<file path="config.mk">
export PLATFORM = sky130hd
export DESIGN_NAME = imm_extend_pipe
export DESIGN_NICKNAME = d
export VERILOG_FILES = /design/src/rtl/imm_extend_pipe.sv
export SDC_FILE = /design/constraint.sdc
export NUM_CORES = 1
export LEC_CHECK = 0
export CELL_PAD_IN_SITES_DETAIL_PLACEMENT = 0
export CELL_PAD_IN_SITES_GLOBAL_PLACEMENT = 1
export CORE_ASPECT_RATIO = 0.5
export CORE_UTILIZATION = 44
export DETAILED_ROUTE_END_ITERATION = 12
export HOLD_SLACK_MARGIN = 0.05
export PLACE_DENSITY = 0.88
export REMOVE_ABC_BUFFERS = 1
export SETUP_SLACK_MARGIN = 0.02
export SYNTH_ARGS = -nofsm -noshare
export SYNTH_HDL_FRONTEND = slang
export SYNTH_SLANG_ARGS = --single-unit
</file>
<file path="constraint.sdc">
create_clock -name clk_i -period 6.01 [get_ports clk_i]
set_input_delay 0.9015 -clock clk_i [delete_from_list [all_inputs] [get_ports clk_i]]
set_output_delay 0.9015 -clock clk_i [all_outputs]
set_load 0.05 [all_outputs]
</file>
<file path="src/rtl/imm_extend_pipe.sv">
// Immediate extension stage with an output FIFO.
// Sign, zero or upper (LUI-style) extension with a sticky reserved-mode flag.
module imm_extend_pipe #(
  parameter int IN_W  = 16,
  parameter int OUT_W = 32,
  parameter int DEPTH = 2
) (
  input  logic             clk_i,
  input  logic             rst_i,
  input  logic             valid_i,
  output logic             ready_o,
  input  logic [IN_W-1:0]  data_i,
  input  logic [1:0]       mode_i,
  output logic             valid_o,
  input  logic             ready_i,
  output logic [OUT_W-1:0] data_o,
  output logic             err_o,
  output logic [15:0]      count_o
);

  localparam int AW = $clog2(DEPTH);
  localparam int SH = OUT_W - IN_W;
  localparam logic [AW:0] FULL = (AW+1)'(DEPTH);

  logic [OUT_W-1:0] mem [DEPTH];
  logic [AW-1:0]    wr_ptr;
  logic [AW-1:0]    rd_ptr;
  logic [AW:0]      occ;
  logic [AW:0]      occ_nxt;
  logic             ready_q;
  logic             push;
  logic             pop;
  logic             rsvd;
  logic [OUT_W-1:0] ext;
  logic signed [IN_W-1:0] d_s;

  assign d_s     = data_i;
  assign push    = valid_i & ready_q;
  assign pop     = valid_o & ready_i;
  assign rsvd    = (mode_i == 2'b11);
  assign ready_o = ready_q;
  assign valid_o = (occ != '0);
  assign data_o  = valid_o ? mem[rd_ptr] : '0;

  // Extension of the incoming immediate; reserved mode yields zero.
  always_comb begin
    ext = '0;
    unique case (mode_i)
      2'b00: ext = OUT_W'(d_s);
      2'b01: ext = OUT_W'(data_i);
      2'b10: ext = OUT_W'(data_i) << SH;
      2'b11: ext = '0;
    endcase
  end

  // Occupancy after this edge's push and pop.
  always_comb begin
    occ_nxt = occ;
    unique case (1'b1)
      push & ~pop: occ_nxt = occ + (AW+1)'(1);
      pop & ~push: occ_nxt = occ - (AW+1)'(1);
      default:     occ_nxt = occ;
    endcase
  end

  // Pointers, occupancy, registered ready, error flag and transfer count.
  always_ff @(posedge clk_i or negedge rst_i) begin
    if (!rst_i) begin
      wr_ptr  <= '0;
      rd_ptr  <= '0;
      occ     <= '0;
      ready_q <= 1'b0;
      err_o   <= 1'b0;
      count_o <= '0;
    end else begin
      if (push) wr_ptr <= wr_ptr + AW'(1);
      if (pop)  rd_ptr <= rd_ptr + AW'(1);
      occ     <= occ_nxt;
      ready_q <= (occ_nxt < FULL);
      if (push && rsvd) err_o <= 1'b1;
      if (pop) count_o <= count_o + 16'd1;
    end
  end

  // Entry storage; stale contents are masked by occupancy.
  always_ff @(posedge clk_i) begin
    if (push) mem[wr_ptr] <= ext;
  end

endmodule
</file>
Word level (Yosys, flattened, before mapping) --
Memory sizes are Yosys's and may differ from the RTL's. Index checks and enable logic that the tools add are counted.
Cells by class: $add $sub $neg 5, order comparisons 1, bitwise logic cells 6, reductions and logical operators 3, mux-type cells 5, eq/ne operators 3
Operators with widths (count):
- case mux 32 bit (4 select lines) | 1
- two-way mux 32 bit | 1
- adder 16 x 1 -> 16 bit (second input constant) | 1
- AND 1 bit | 4
- == test 2 bit (second input constant) | 2
- case mux 2 bit (2 select lines) | 1
- adder 1 bit (second input constant) | 2
- adder 2 x 1 -> 2 bit (second input constant) | 1
- == test 2 x 1 -> 1 bit (second input constant) | 1
- zero test 2 bit | 1
- < comparator 2 bit (second input constant) | 1
- two-way mux 1 bit | 2
- NOT 1 bit | 2
- nonzero test 2 bit | 1
- subtractor 2 x 1 -> 2 bit (second input constant) | 1
- logical AND 1 bit | 1
Word-level totals: output and inout port bits 51, input bits 22, register bits after elaboration 22, memories 1, memory bits (writable) 64
Memory list:
- mem | depth 2, width 32, rd ports 1, clocked after Yosys merged registers in 0, write ports 1, line 25 | logic [OUT_W-1:0] mem [DEPTH];

Depth between registers and ports, before layout --
Gate-level depths: netlist of the first run.
depth in word-level cells 6, gate-level depth with buffers 9, mapped depth without buffers 9

Worst setup path before layout of the first run --
No wires, ideal clock.
path type input port to flip-flop, start point input valid_i, end point memory mem[0][0], enable pin, buffers on the path 0, arrival time 2.385 ns, cell stages on the path 2, setup slack 3.204 ns, cells stage by stage nand2_1 nor2_1
Between the ends: longest elaborated chain between the ends 3
Ends and longest elaborated chain:
- start: declaration | line 10 | input logic valid_i,
- AND 1 bit | line 38 | assign push = valid_i & ready_q;
- two-way mux 1 bit | line 87 | if (push) mem[wr_ptr] <= ext;
- two-way mux 1 bit (not written as such) | line 87
- end: declaration | line 25
No other way between the ends.

Final worst setup path of the first run --
start point register rd_ptr, end point output data_o[17]
Between the ends: longest elaborated chain between the ends 2
Ends and longest elaborated chain:
- start: declaration | line 27 | logic [AW-1:0] rd_ptr;
- start signal: assignment | line 77 | if (pop) rd_ptr <= rd_ptr + AW'(1);
- memory read (2 x 32 bit)
- two-way mux 32 bit | line 43 | assign data_o = valid_o ? mem[rd_ptr] : '0;
- end: declaration | line 16 | output logic [OUT_W-1:0] data_o,
No other way between the ends.

==> impl_metrics.toml, run 1 <==
[timing]
fmax_mhz = 290
clock_skew_ns = 0.00337
tightestPinTransition_ns = 0.996
hold_viol = 0
finalCriticalPeriod_ns = 3.45
rsz0062_at_grt = "false"
timing.final.ws_setup_ns = 2.56
setup_viol = 0
slew_viol_final = 0
finalCritPeriodShare = 0.573
tns_ns = 0
slew_headroom = 0.336

[logic_synthesis]
yosysTopAreaCell = "edfxtp_1"
syn_area_um2 = 3640
yosysSeqAreaShare = 0.680
synthDistinctLibCells = 25
syn_avg_cell_area_um2 = 13.2
synth_compound_area_frac = 0.0268
synth_top_family_by_area = "simple AND/OR/NAND/NOR gates"
yosys_warnings = 0
synth-xor-area-share = 0.0481
synth_simple_gate_area_frac = 0.124
ys.flop_type = "edfxtp_1"
ys_ff_latch = 86
synthMuxAreaShare = 0.0880
syn_inst = 275
synth-edff-count = 64
synthDominantCellAreaShare = 0.528
synth_area_leaders = "edfxtp_1 (53%), dfrtp_1 (15%), mux2i_1 (8.8%), nor2_1 (4.1%), xnor2_1 (3.1%)"
synthArstFlopShare = 0.256
synthAdderAreaFrac = 0.00688

[routing]
drt-pass1-iter-count = 4
antenna_left = 0
drt-initial-drc-count = 136
drcViolationCount = 0
routed_wirelength_um = 7010
wl_per_cell_um = 15.2
num_vias = 2282
routed_via_density = 4.94

[critical_path]
path_max_fanout = 33
critPathRequiredTime_ns = 5.11
crit_arrival_ns = 2.54
crit_family = "flip-flops"
r2r-start = "occ[0]"
r2r_slack_ns = 3.81
critPathLaunch = "rd_ptr"
critPathCaptureType = "output port"
path_buf_inv = 1
crit_chain = "mux2i_1 -> nor2_1 -> clkdlybuf4s50_1"
max_stage_delay_ns = 1.01
cp-start-kind = "flip-flop"
criticalPathCategory = "reg -> out"
critPathSlowestCell = "dfrtp_2"

[place]
place_hpwl_um = 4400
post-place-ws_ns = 2.89
portBuffers = 72
dp_cells = 447
place.gp.congestion = 0.694

[worst_hold_path]
hp-start = "err_o"
hold_path_class = "reg -> reg"

[power]
p_clk_frac = 0.224
leakagePower_nw = 1.87
p_int_mw = 1.59
ir_drop_uv = 332
p_total_mw = 2.73
pwr-share-seq = 0.330
switchingPower_mw = 1.13
combinationalPowerShare = 0.447
pwr_density_cell_nw_per_um2 = 569
p_sw_frac = 0.415

[clock_tree]
clk_latency_ns = 0.33
cts_max_path_buffers = 2
cts_setup_buffers = 0
clk_pin_slew_ns = 0.06
ctsRootBufferMaster = "clkbuf_16"
cts_resized = 0
numCtsBuffers = 9
hold_buffers = 0
htreeDepth = 3
clock-sinks = 86
cts_tree = "built"

[finish]
final_core_util = 0.599
layout.nets = 370
final_cell_mix = "clkdlybuf4s50_1 (72), edfxtp_1 (64), nor2_1 (38), mux2i_1 (32), nand2_1 (26)"
synthToLayoutAreaGrowth_pct = 31.7
diodes = 0
drive_gt1_frac = 0.0629
fin_cells = 462
mostFrequentLayoutCell = "clkdlybuf4s50_1"

[floorplanning]
io_pins = 73
coreArea_um2 = 8000
dieWidth_um = 131
fp.dieH_um = 66.3
dieArea_um2 = 8660
start_util = 0.455
rows = 23

[run_status]
outcome = "complete, no violations"

[global_routing]
antenna_found_initial = 0
first_global_vias = 2324
grt_pass1_wl_um = 11000
grt_max_degree = 34
overflow = 0
grt_usage = 0.175

[flow_run]
max_cap_violations = 0
[kinds of logic after synthesis]
logic type,after synthesis
xor gates and xnor gates,20
and+or+nand+nor,95
buffers and inverters,23
adders and majority gates,2
muxes,32
DFF,86
AOI/OAI and AO/OA,17
[synthesized netlist by cell type (2+ instances only)]
cell type   n
xnor2_1    13
inv_1       8
and3_1      2
buf_2       3
edfxtp_1   64
mux2i_1    32
ha_1        2
nor2b_1    16
dfrtp_1    22
clkbuf_1   11
nand3_1     3
nand2_1    26
xor2_1      7
a21oi_1    15
nor2_1     40
and4_1      2
[metal layers]
| metal | routed length, um | GRT usage | up-vias |
|---|---|---|---|
| met2 | 3610 | 0.308 | 40 |
| met4 | 108 | 0.0790 | 0 |
| met5 | 0 | 0 | - |
| met3 | 247 | 0.0396 | 10 |
| met1 | 3040 | 0.206 | 1134 |
| li1 | - | - | 1098 |
[power by group through the flow]
stage	Clock (mW)	Combinational, mW	Sequential, mW
after floorplan	0	0.744	0.972
after global placement	0	1.21	0.903
after detailed placement	0	1.23	0.913
after CTS	0.620	1.23	0.902
after global routing	0.642	1.28	0.916
final	0.610	1.22	0.900
[worst paths after layout]
check / to / cells after the start
worst max-delay path: data_o[17] / 3
min in group asynchronous: count_o[1] / 1
worst min-delay path: err_o / 1
worst max register to register: ready_o / 9
max in group asynchronous: rd_ptr / 1
worst min register to register: err_o / 1
[sequential cells by signal, summed over array words and instances (netlist names), named ones only]
name and count:
count_o 16, ready_o 1, rd_ptr 1, mem 64, err_o 1, wr_ptr 1, occ 1
[area by class of cell]
class / count / area [um^2]
Sequential cell: 86 / 2470
Clock buffer: 10 / 229
Fill cell: 645 / 3210
Clock inverter: 5 / 98.8
Inverter: 8 / 30.0
Timing Repair Buffer: 75 / 743
Multi-Input combinational cell: 166 / 1080
Tap cell: 112 / 140
[metrics by stage]
step	hold WS (ns)	area [um^2]
floorplan	0.461	3570
global placement	0.450	4470
detailed placement	0.459	4470
CTS	0.475	4790
global route	0.495	4790
finish	0.474	4790
Note: power is estimated with default switching activity, not from simulation.
==> run 2: changes to the inputs <==
--- a/config.mk
+++ b/config.mk
@@ -8,10 +8,10 @@
 export CELL_PAD_IN_SITES_DETAIL_PLACEMENT = 0
 export CELL_PAD_IN_SITES_GLOBAL_PLACEMENT = 1
 export CORE_ASPECT_RATIO = 0.5
-export CORE_UTILIZATION = 44
+export CORE_UTILIZATION = 41
 export DETAILED_ROUTE_END_ITERATION = 12
 export HOLD_SLACK_MARGIN = 0.05
-export PLACE_DENSITY = 0.88
+export PLACE_DENSITY = 0.83
 export REMOVE_ABC_BUFFERS = 1
 export SETUP_SLACK_MARGIN = 0.02
 export SYNTH_ARGS = -nofsm -noshare
==> constraint.sdc (replaced) <==
create_clock -name clk_i -period 3.45 [get_ports clk_i]
set_input_delay 0.5175 -clock clk_i [delete_from_list [all_inputs] [get_ports clk_i]]
set_output_delay 0.5175 -clock clk_i [all_outputs]
set_load 0.05 [all_outputs]
==> run 2 against run 1 <==
  * Sequential cell count did not move
  * Clock skew about the same
  * First-iteration DRC count grew 43%
  * Critical path type unchanged
  * Largest power group unchanged
==> impl_metrics.toml, run 2 (synthesis gave the netlist of run 1 again) <==
[timing]
clock_skew_ns = 0.00321
setup_viol = 0
finalCriticalPeriod_ns = 2.94
rsz0062_at_grt = "false"
tns_ns = 0
hold_viol = 0
slew_viol_final = 0
holdWs_ns = 0.468
slew_headroom = 0.360
finalCritPeriodShare = 0.852
fmax_mhz = 340
tightestPinTransition_ns = 0.957

[clock_tree]
ctsRootBufferMaster = "clkbuf_16"
htreeDepth = 3
hold_buffers = 0
cts_resized = 0
clk_pin_slew_ns = 0.06
cts_setup_buffers = 0
cts_max_path_buffers = 2
clock-sinks = 86
cts_tree = "built"
numCtsBuffers = 9
clk_latency_ns = 0.34

[floorplanning]
coreArea_um2 = 8290
io_pins = 73
start_util = 0.439
fp.dieH_um = 68.6
dieWidth_um = 135
rows = 23
dieArea_um2 = 9280

[power]
ir_drop_uv = 561
p_int_mw = 2.71
combinationalPowerShare = 0.469
pwr_density_cell_nw_per_um2 = 984
p_total_mw = 4.71
p_sw_frac = 0.425
switchingPower_mw = 2.00
p_clk_frac = 0.214
leakagePower_nw = 1.87
pwr-share-seq = 0.317

[place]
place.gp.congestion = 0.773
place_hpwl_um = 4710
dp_cells = 449
portBuffers = 72

[global_routing]
first_global_vias = 2301
grt_usage = 0.170
antenna_found_initial = 0
overflow = 0
grt_pass1_wl_um = 11500
grt_max_degree = 33

[finish]
synthToLayoutAreaGrowth_pct = 31.6
layout.nets = 372
num-fill-cells = 659
top_register = "mem"
seqCellArea_um2 = 2470
mostFrequentLayoutCell = "clkdlybuf4s50_1"
top_regs = "mem (64), count_o (16)"
drive_gt1_frac = 0.0710
largest_register_ffs = 64
fin_cells = 464
multi_input_area_um2 = 1070
final_cell_mix = "clkdlybuf4s50_1 (72), edfxtp_1 (64), nor2_1 (38), mux2i_1 (32), nand2_1 (26)"
diodes = 0
final_core_util = 0.578

[critical_path]
crit_family = "buffers and inverters"
path_max_fanout = 23
crit_chain = "buf_4 -> mux2i_1 -> nor2_1 -> clkdlybuf4s50_1"
crit_arrival_ns = 2.42
critPathRequiredTime_ns = 2.93
max_stage_delay_ns = 0.83
criticalPathCategory = "reg -> out"
critPathSlowestCell = "clkdlybuf4s50_1"
path_buf_inv = 2
cp-start-kind = "flip-flop"
critPathCaptureType = "output port"

[flow_run]
max_cap_violations = 0

[routing]
drcViolationCount = 0
num_vias = 2259
antenna_left = 0
drt-initial-drc-count = 195
drt-pass1-iter-count = 4
routed_via_density = 4.87
wl_per_cell_um = 15.6
routed_wirelength_um = 7220

[worst_hold_path]
hold_path_class = "reg -> reg"

[run_status]
outcome = "complete, no violations"
## run 2: changes by cell type in the layout (fill, tap and decap cells not counted)
| cell | before | now |
|---|---|---|
| nor2_4 | 1 | 0 |
| buf_4 | 3 | 5 |
| clkinv_2 | 1 | 0 |
| bufinv_16 | 3 | 2 |
| clkinvlp_4 | 0 | 2 |
| clkbuf_1 | 1 | 0 |
| clkinv_4 | 0 | 1 |
| nor2_2 | 1 | 2 |
## run 2: cell type report
| type | instances | share of cell area |
|---|---|---|
| clock buffer | 9 | 0.0470 |
| inverter | 8 | 0.00627 |
| clock inverter | 6 | 0.0183 |
| timing repair buffer | 77 | 0.158 |
| tap | 112 | 0.0293 |
| multi-input combinational | 166 | 0.224 |
| sequential | 86 | 0.517 |
## run 2: per-layer routing
layer  GRT usage  share of wire  vias up
met1       0.205           0.44     1104
met4      0.0548          0.011        0
met5           0              0        -
met2       0.294           0.50       46
met3      0.0599          0.050        8
li1            -              -     1101
## run 2: worst reg2reg max path, stage by stage (launching register included)
cell     delay (ns)
dfrtp_1        0.44
nor2_2         0.13
inv_1          0.07
nand2_1        0.19
inv_1          0.12
ha_1           0.34
nor2_1         0.14
xor2_1         0.21
inv_1          0.05
## run 2: worst paths after layout
kind                        startpoint           to  slack, ns  cells after the start
max                             rd_ptr    data_o[0]       0.51                      4
max reg2reg                     occ[0]      ready_o       1.66                      8
min                        count_o[15]  count_o[15]       0.47                      1
min reg2reg                count_o[15]  count_o[15]       0.47                      1
min in group asynchronous        rst_i  count_o[10]       0.72                      1
max in group asynchronous        rst_i       rd_ptr       2.09                      1
## run 2: power groups by stage
stage                     registers (mW)  logic [mW]  clock network [mW]
after floorplan                     1.69        1.30                   0
after global placement              1.50        2.20                   0
after detailed placement            1.51        2.23                   0
after CTS                           1.50        2.23                1.03
after global routing                1.52        2.32                1.07
final                               1.49        2.21                1.01
## run 2: through the flow
stage,setup slack (ns),cell area [um^2]
after floorplan,0.235,3570
after global placement,0.855,4480
after detailed placement,0.831,4480
after CTS,0.449,4790
after global routing,0.370,4790
final,0.510,4790
==> run 3: changes to the inputs <==
--- a/config.mk
+++ b/config.mk
@@ -5,6 +5,7 @@
 export SDC_FILE = /design/constraint.sdc
 export NUM_CORES = 1
 export LEC_CHECK = 0
+export ABC_CLOCK_PERIOD_IN_PS = 3450
 export CELL_PAD_IN_SITES_DETAIL_PLACEMENT = 0
 export CELL_PAD_IN_SITES_GLOBAL_PLACEMENT = 1
 export CORE_ASPECT_RATIO = 0.5
==> results of run 3 <==
Final layout, timing and power as in run 2 (identical DEF).
